===== config.mk =====
export PLATFORM = sky130hd
export DESIGN_NAME = bram_frame_writer
export DESIGN_NICKNAME = d
export VERILOG_FILES = /design/src/rtl/bram_frame_writer_pkg.sv /design/src/rtl/bram_frame_writer_rgb332_quant.sv /design/src/rtl/bram_frame_writer.sv
export SDC_FILE = /design/constraint.sdc
export NUM_CORES = 1
export LEC_CHECK = 0
export CAP_MARGIN = 15
export CORE_AREA = 2 2 76 78
export CTS_BUF_LIST = sky130_fd_sc_hd__clkbuf_8
export CTS_CLUSTER_DIAMETER = 50
export CTS_CLUSTER_SIZE = 8
export DETAILED_ROUTE_END_ITERATION = 6
export DIE_AREA = 0 0 78 80
export PLACE_DENSITY = 0.83
export RECOVER_POWER = 25
export SYNTH_ARGS = -nofsm -noshare
export SYNTH_HDL_FRONTEND = slang
export SYNTH_SLANG_ARGS = --single-unit

===== constraint.sdc =====
create_clock -name clk -period 2.1 [get_ports clk]
set_clock_uncertainty 0.2 [all_clocks]
set_input_delay 0.42 -clock clk [delete_from_list [all_inputs] [get_ports clk]]
set_output_delay 0.42 -clock clk [all_outputs]
set_load 0.02 [all_outputs]

===== src/rtl/bram_frame_writer_pkg.sv =====
// Shared definitions for the frame BRAM sequencer: state encodings, frame geometry
// defaults and RGB332 packing/dither helpers.
package bram_frame_writer_pkg;

  typedef enum logic [1:0] {
    BRAM_IDLE     = 2'b00,
    CAPTURE_FRAME = 2'b01,
    WRITING_FRAME = 2'b10,
    READING_FRAME = 2'b11
  } bram_state_e;

  localparam int H_ACTIVE_DEF  = 640;
  localparam int V_ACTIVE_DEF  = 400;
  localparam int FRAME_PIX_DEF = H_ACTIVE_DEF * V_ACTIVE_DEF;
  localparam int ADDR_W_DEF    = 18;

  // RGB332 word layout: {R[7:5], G[7:5], B[7:6]}
  localparam int R_BITS = 3;
  localparam int G_BITS = 3;
  localparam int B_BITS = 2;

  function automatic logic [7:0] pack_rgb332(input logic [7:0] r, input logic [7:0] g,
                                             input logic [7:0] b);
    return {r[7:5], g[7:5], b[7:6]};
  endfunction

  function automatic logic [7:0] sat_add8(input logic [7:0] a, input logic [7:0] b);
    logic [8:0] sum;
    sum = {1'b0, a} + {1'b0, b};
    return sum[8] ? 8'hFF : sum[7:0];
  endfunction

  // 2x2 ordered-dither offsets indexed by {vcount[0], hcount[0]}
  function automatic logic [7:0] dith_off_rg(input logic [1:0] idx);
    case (idx)
      2'b00:   return 8'd0;
      2'b01:   return 8'd16;
      2'b10:   return 8'd24;
      2'b11:   return 8'd8;
      default: return 8'd0;
    endcase
  endfunction

  function automatic logic [7:0] dith_off_b(input logic [1:0] idx);
    case (idx)
      2'b00:   return 8'd0;
      2'b01:   return 8'd32;
      2'b10:   return 8'd48;
      2'b11:   return 8'd16;
      default: return 8'd0;
    endcase
  endfunction

endpackage


===== src/rtl/bram_frame_writer_rgb332_quant.sv =====
// Registered RGB888 -> RGB332 quantizer. Optional ordered dither enabled by
// defining DITHER_EN; without it the top bits are simply truncated.
module rgb332_quant
  import bram_frame_writer_pkg::*;
(
  input  logic        clk,
  input  logic        reset,
  input  logic [23:0] pixel_in,
  input  logic [1:0]  dith_idx,
  output logic [7:0]  rgb332
);

  logic [7:0] r_s;
  logic [7:0] g_s;
  logic [7:0] b_s;

`ifdef DITHER_EN
  // Dither offset added per channel, saturating so bright pixels never wrap to dark
  always_comb begin
    r_s = sat_add8(pixel_in[23:16], dith_off_rg(dith_idx));
    g_s = sat_add8(pixel_in[15:8],  dith_off_rg(dith_idx));
    b_s = sat_add8(pixel_in[7:0],   dith_off_b(dith_idx));
  end
`else
  logic unused_dith_s;
  assign unused_dith_s = ^dith_idx;

  // Plain truncation path
  always_comb begin
    r_s = pixel_in[23:16];
    g_s = pixel_in[15:8];
    b_s = pixel_in[7:0];
  end
`endif

  // Single pipeline stage keeps the word aligned with the registered address/enable
  always_ff @(posedge clk) begin
    if (reset) begin
      rgb332 <= 8'h00;
    end else begin
      rgb332 <= pack_rgb332(r_s, g_s, b_s);
    end
  end

endmodule


===== src/rtl/bram_frame_writer.sv =====
// Captures one displayed frame into the frame BRAM as RGB332 and then replays it by
// address generation. Build option: DITHER_EN enables ordered dither in the quantizer.
module bram_frame_writer
  import bram_frame_writer_pkg::*;
#(
  parameter int H_ACTIVE  = H_ACTIVE_DEF,
  parameter int V_ACTIVE  = V_ACTIVE_DEF,
  parameter int FRAME_PIX = H_ACTIVE * V_ACTIVE,
  parameter int ADDR_W    = ADDR_W_DEF
) (
  input  logic              clk,
  input  logic              reset,
  input  logic              capture_req,
  input  logic              release_req,
  input  logic [23:0]       pixel_in,
  input  logic [10:0]       hcount,
  input  logic [9:0]        vcount,
  input  logic              in_display,
  input  logic              vsync,
  output logic [1:0]        bram_state,
  output logic [ADDR_W-1:0] bram_addr,
  output logic [7:0]        bram_din,
  output logic              bram_we,
  output logic              frame_done,
  output logic              frame_short
);

  localparam logic [ADDR_W-1:0] LAST_ADDR = ADDR_W'(FRAME_PIX - 1);
  localparam logic [ADDR_W-1:0] ONE       = ADDR_W'(1);

  bram_state_e       state_r;
  logic [ADDR_W-1:0] cnt_r;
  logic              vsync_r;
  logic              frame_edge_s;
  logic              at_last_s;
  logic [ADDR_W-1:0] cnt_inc_s;
  logic              unused_s;

  assign frame_edge_s = vsync_r & ~vsync;
  assign at_last_s    = (cnt_r == LAST_ADDR);
  // Counter saturates at the last frame address instead of wrapping
  assign cnt_inc_s    = at_last_s ? cnt_r : (cnt_r + ONE);
  assign bram_state   = state_r;
  assign unused_s     = ^{hcount[10:1], vcount[9:1]};

  rgb332_quant u_quant (
    .clk      (clk),
    .reset    (reset),
    .pixel_in (pixel_in),
    .dith_idx ({vcount[0], hcount[0]}),
    .rgb332   (bram_din)
  );

  // Capture/write/replay sequencer with registered BRAM port outputs
  always_ff @(posedge clk) begin
    if (reset) begin
      state_r     <= BRAM_IDLE;
      cnt_r       <= '0;
      vsync_r     <= 1'b1;
      bram_addr   <= '0;
      bram_we     <= 1'b0;
      frame_done  <= 1'b0;
      frame_short <= 1'b0;
    end else begin
      vsync_r    <= vsync;
      bram_we    <= 1'b0;
      frame_done <= 1'b0;
      case (state_r)
        BRAM_IDLE: begin
          bram_addr <= '0;
          if (capture_req) state_r <= CAPTURE_FRAME;
        end
        CAPTURE_FRAME: begin
          bram_addr <= '0;
          if (frame_edge_s) begin
            cnt_r   <= '0;
            state_r <= WRITING_FRAME;
          end
        end
        WRITING_FRAME: begin
          // The final write beats a coincident frame edge
          if (in_display && at_last_s) begin
            bram_we    <= 1'b1;
            bram_addr  <= cnt_r;
            frame_done <= 1'b1;
            state_r    <= READING_FRAME;
          end else if (frame_edge_s) begin
            frame_short <= 1'b1;
            cnt_r       <= '0;
            state_r     <= CAPTURE_FRAME;
          end else if (in_display) begin
            bram_we   <= 1'b1;
            bram_addr <= cnt_r;
            cnt_r     <= cnt_inc_s;
          end
        end
        READING_FRAME: begin
          if (release_req) begin
            bram_addr <= '0;
            state_r   <= BRAM_IDLE;
          end else begin
            if (in_display) bram_addr <= cnt_r;
            if (frame_edge_s) begin
              cnt_r <= '0;
            end else if (in_display) begin
              cnt_r <= cnt_inc_s;
            end
          end
        end
        default: begin
          bram_addr <= '0;
          state_r   <= BRAM_IDLE;
        end
      endcase
    end
  end

endmodule


Word level (Yosys, flattened, before mapping). Index checks and enable logic that the tools add are counted.

Muxes and demuxes: 22. Add/sub/neg operators: 1. Reduce and logical (&&, ||, !) cells: 8. Equal/unequal tests: 11. Bitwise logic cells: 4.

Operator list (number): two-way mux 18 bit (10); case mux 18 bit (3 select lines) (2); adder 18 x 1 -> 18 bit, second input constant (1); equality test 18 bit, second input constant (1); two-way mux 2 bit (5); != test 2 bit, second input constant (5); case mux 2 bit (4 select lines) (1); AND reduction 4 bit (2); != test 3 bit, second input constant (2); equality test 2 bit, second input constant (2); two-way mux 1 bit (4); OR reduction 2 bit (2); inverter 1 bit (3); AND reduction 3 bit (1); nonzero test 3 bit (1); equality test 2 x 1 -> 1 bit, second input constant (1); zero test 2 bit (1); bitwise AND 1 bit (1); logical AND 1 bit (1).

Register bits: 50. Output and inout port bits: 31. Logic and storage cells: 54. Input bits: 51.

Longest topological paths before layout.
Depth in word-level cells: 6. Depth in mapped cells: 7.

Hierarchy. Synthesis repeated with hierarchy kept, for this count alone.

Cell total of the unflattened synthesis: 218. Area, all modules: 2072.0 sq um.

Modules (own cells, without submodules): bram_frame_writer (seq. area each 840.8 sq um, area an instance 1861.8 sq um, cells each 202, times used 1); rgb332_quant (seq. area each 160.2 sq um, area an instance 210.2 sq um, cells each 16, times used 1).

Worst setup path after synthesis. No wires, ideal clock.

Kind: register to register. Start point: register cnt_r[0]. End point: register cnt_r[6]. Arrival time: 1766 ps. Cell stages (with the launch flop): 8. Library setup time: 134 ps. Path buffers: 1. Data required time: 1766 ps. Path slack: 0 ps. Cells stage by stage: dfxtp_1 -> ha_1 -> nand3_2 -> or3_4 -> o211a_1 -> buf_6 -> a41oi_1 -> nor3_1.

Cells in the longest elaborated chain, start to end: 6. Elaborated cells between the ends (all ways): 11.

RTL lines: from (decl) (RTL line bram_frame_writer.sv:32) `logic [ADDR_W-1:0] cnt_r;`; from (signal assigned) (RTL line bram_frame_writer.sv:94) `cnt_r <= cnt_inc_s;`; from (signal assigned) (RTL line bram_frame_writer.sv:106) `cnt_r <= cnt_inc_s;`; adder 18 x 1 -> 18 bit / equality test 18 bit (equally long branches) (RTL line bram_frame_writer.sv:42, bram_frame_writer.sv:40); two-way mux 18 bit (RTL line bram_frame_writer.sv:42) `assign cnt_inc_s = at_last_s ? cnt_r : (cnt_r + ONE);`; two-way mux 18 bit (RTL line bram_frame_writer.sv:91, bram_frame_writer.sv:105); two-way mux 18 bit (RTL line bram_frame_writer.sv:103) `if (frame_edge_s) begin`; two-way mux 18 bit (on tied branches) (RTL line bram_frame_writer.sv:98, bram_frame_writer.sv:82); case mux 18 bit (3 select lines) (RTL line bram_frame_writer.sv:68) `case (state_r)`.

Several ways; a longest one is shown, not always the timed one. The select of a mux whose other input is x is not followed. A chain may end at the register's enable or synchronous reset.

Final worst setup path.
Start point: register state_r[1], in the netlist bram_state[1]. End point: output bram_state[1].

RTL lines: from (decl) (RTL line bram_frame_writer.sv:31) `bram_state_e state_r;`; from (signal assigned) (RTL line bram_frame_writer.sv:57) `state_r <= BRAM_IDLE;`; from (signal assigned) (RTL line bram_frame_writer.sv:71) `if (capture_req) state_r <= CAPTURE_FRAME;`; from (signal assigned) (RTL line bram_frame_writer.sv:77) `state_r <= WRITING_FRAME;`; to (decl) (RTL line bram_frame_writer.sv:20) `output logic [1:0] bram_state,`.

No word-level cell between the ends.

==> flow_summary_export.csv <==
group,metric,value,unit
setup_path,slowest_stage,"clkdlybuf4s50_1",
grt,grt_util_met3,4.30,%
timing,rsz0062_at_grt,"yes",
synthesis,synth_edf_count,0,
power_and_ir_drop,ir_drop,0.000289,V
routing,avgViaCountPerCell,5.44,
setup_path,crit_fanout,9,
timing,slew_headroom,76.7,%
setup_path,r2r_cells,6,
synthesis,yosysTopAreaCell,"dfxtp_1",
cells_and_area,utilization,58.9,%
cells_and_area,nNetsFinal,376,
synthesis,synthArstFlopShare,0,%
routing,wl_per_cell,14.8,um
cells_and_area,area_growth,45.8,%
grt,grt_pass1_wl,9380,um
synthesis,yosys.cell_count.top_type,"dfxtp_1",
setup_path,arrival,1.43,ns
placed_design,dpl_worst_slack,-0.396,ns
routing,route.detailed.drc,0,
timing,worst_slack,0.0462,ns
clocking,cts_hold_buf,0,
power_and_ir_drop,clkPwrFrac,33.1,%
power_and_ir_drop,p_seq_share,55.1,%
timing,hold_viol,0,
placed_design,place_congestion,0.935,
grt,gr-usage-met2,32.2,%
min_path,worstHoldPathType,"in -> reg",
setup_path,worstPathCellList,"buf_4 -> clkdlybuf4s50_1",
die,core,0.00541,mm2
setup_path,start_kind,"flip-flop",
synthesis,synth.cell_area,0.00218,mm2
min_path,hold_depth,2,
clocking,clkSinkCount,50,
die,dieWidth,78,um
die,dieArea,0.00624,mm2
synthesis,synth_top_area_share,45.8,%
routing,route.vias.total,2161,
power_and_ir_drop,p_int,1320,uW
die,start_util,40.4,%
grt,grt_pass1_vias,2050,
grt,grt_max_degree,33,
die,row_count,27,
power_and_ir_drop,pwr-share-comb,11.7,%
routing,drt_wl_total,5870,um
timing,fin_crit,2.05,ns
clocking,clk_pin_slew,0.09,ns
setup_path,slowest_delay,0.61,ns
synthesis,ys_warn_count,0,
grt,grtUsageTotal,19.0,%
timing,hold_ws,0.180,ns
synthesis,synth.area.top_cells,"dfxtp_1 (46%), a22o_1 (6.8%), a21oi_1 (3.7%), nor2_1 (3.1%), nor2b_1 (2.9%)",
synthesis,yosysUniqueCellTypes,53,
synthesis,syn_inst,233,
timing,worstMarginPinSlew,0.349,ns
power_and_ir_drop,p_per_area,549,mW/mm2
clocking,cts_max_path_buffers,2,
setup_path,critPathBufInv,2,
grt,grt_overflow,0,
timing,max_freq,487,MHz
power_and_ir_drop,p_switching,427,uW
setup_path,cp-end-kind,"output port",
grt,use_met1,23.6,%
cells_and_area,layout-drive-gt1-share,24.9,%
grt,antenna_found_initial,0,
die,io_pins,82,
timing,fin_crit_sh,97.8,%
synthesis,ys_seq_elements,50,
clocking,h-tree-depth,2,
outcome,status,"complete, no violations",
timing,setup_viol,0,
die,fp.dieH,80,um
clocking,cts-root-buf,"clkbuf_8",
synthesis,synthTopCellsByCount,"dfxtp_1 (50), nor2_1 (18), a22o_1 (17), a21oi_1 (16), nand2_1 (14)",
grt,busiest_layer,"met2",
flow_run,cap_violations,0,
cells_and_area,fill_cells,463,
placed_design,dpl.hpwl,4000,um
clocking,cts_inserted_buffers,5,
placed_design,portBuffers,44,
cells_and_area,diodes,0,
synthesis,synthFlopType,"dfxtp_1",
power_and_ir_drop,p_leak,0.00122,uW
routing,postRouteAntennaNets,0,
setup_path,criticalPathCategory,"reg -> out",
setup_path,critPathTopFamily,"buffers and inverters",
synthesis,yosysSeqAreaShare,45.8,%
routing,drt_iter0_drc,240,
timing,drv_slew,0,
setup_path,required,1.48,ns
clocking,cts_tree,"done",
routing,firstDrtPassIters,6,
synthesis,syn_nets,285,
power_and_ir_drop,p_sw_share,24.4,%
clocking,clk_latency,0.31,ns
power_and_ir_drop,totalPowerFinal,1750,uW
setup_path,cp_num_cells,2,
synthesis,syn_area_per_cell,9.38,um2
[registers in the layout, summed over array words and instances (netlist names)]
register / count
vsync_r: 1
cnt_r: 18
bram_state: 2
bram_addr: 18
frame_done: 1
frame_short: 1
bram_we: 1
u_quant.rgb332: 8
[cells by family after synthesis]
group / share of synthesized area, %
AO/OA/AOI/OAI: 23.5
adder cells (fa/ha/maj): 0.573
buffers and inverters: 3.49
flip-flops: 45.8
multiplexers: 0.458
AND/OR/NAND/NOR: 26.2
[worst reg2reg max path: stages, from the launching register on]
cell	delay (ns)
dfxtp_1	0.35
ha_2	0.20
nand3_2	0.13
or3_4	0.45
o211a_4	0.32
o21a_1	0.13
a211oi_2	0.20
[routing by layer]
| metal | vias up | share of wire (%) |
|---|---|---|
| li1 | 1058 | - |
| met4 | 0 | 1.5 |
| met1 | 1027 | 44 |
| met3 | 9 | 5.6 |
| met2 | 67 | 48 |
| met5 | - | 0 |
[power by group through the flow]
stage	Sequential [uW]	Combinational, uW	Clock (uW)
floorplan	1000	80.6	0
global placement	986	188	0
detailed placement	987	191	0
CTS	964	194	584
global route	966	221	622
finish	965	206	579
[final timing paths]
check                  endpoint          start  slack (ns)
hold / removal          vsync_r          vsync        0.18
setup / recovery  bram_state[1]  bram_state[1]        0.05
setup reg to reg      cnt_r[12]       cnt_r[1]        0.06
hold reg to reg   bram_addr[16]  bram_addr[16]        0.28
[layout by cell type (no fill, tap or decap), types with 2 or more instances in the layout]
cell type | synthesis | layout
o21ai_0 | 5 | 5
a21oi_2 | 1 | 2
a22o_1 | 17 | 17
nand3_1 | 9 | 9
nor3_1 | 7 | 7
nand4_1 | 5 | 5
buf_4 | 0 | 52
dlymetal6s2s_1 | 0 | 2
nor3_2 | 3 | 2
nand4b_1 | 2 | 2
dfxtp_1 | 50 | 49
a41oi_1 | 3 | 2
clkdlybuf4s50_1 | 0 | 42
inv_1 | 2 | 3
o21ai_1 | 7 | 7
and3_1 | 3 | 3
a211oi_1 | 4 | 4
nor2b_1 | 10 | 10
nand3_2 | 2 | 2
nor2_1 | 18 | 18
a21oi_1 | 16 | 15
nand3b_1 | 4 | 4
nand2_1 | 14 | 14
clkbuf_8 | 0 | 6
or4_1 | 2 | 2
o22ai_1 | 2 | 2
o21a_1 | 2 | 2
nand2b_1 | 3 | 2
a31oi_1 | 4 | 4
[repair_timing]
item | CTS | global route
pin swaps | 0 | 2
hold endpoints to repair | 0 | 0
setup endpoints to repair | 22 | 16
gates cloned | 0 | 1
setup buffers | 2 | 2
resized for setup | 2 | 11
[through the flow]
step	instance area, um2	setup TNS (ns)	cells
2_1_floorplan	2180	0	233
3_3_place_gp	3010	-10.59	384
3_5_place_dp	3010	-11.30	384
4_1_cts	3120	0	394
5_1_grt	3180	-0.0215	397
6_report	3180	0	397
[cell type report]
type / instances / area [um2] / area share [%]
Multi-Input combinational cell: 168 / 1150 / 36.0
Sequential cell: 50 / 1000 / 31.5
Timing Repair Buffer: 97 / 847 / 26.6
Tap cell: 72 / 90.1 / 2.83
Clock buffer: 6 / 82.6 / 2.59
Clock inverter: 2 / 8.76 / 0.275
Inverter: 2 / 7.51 / 0.236
Power figures use the tool's default switching activity.
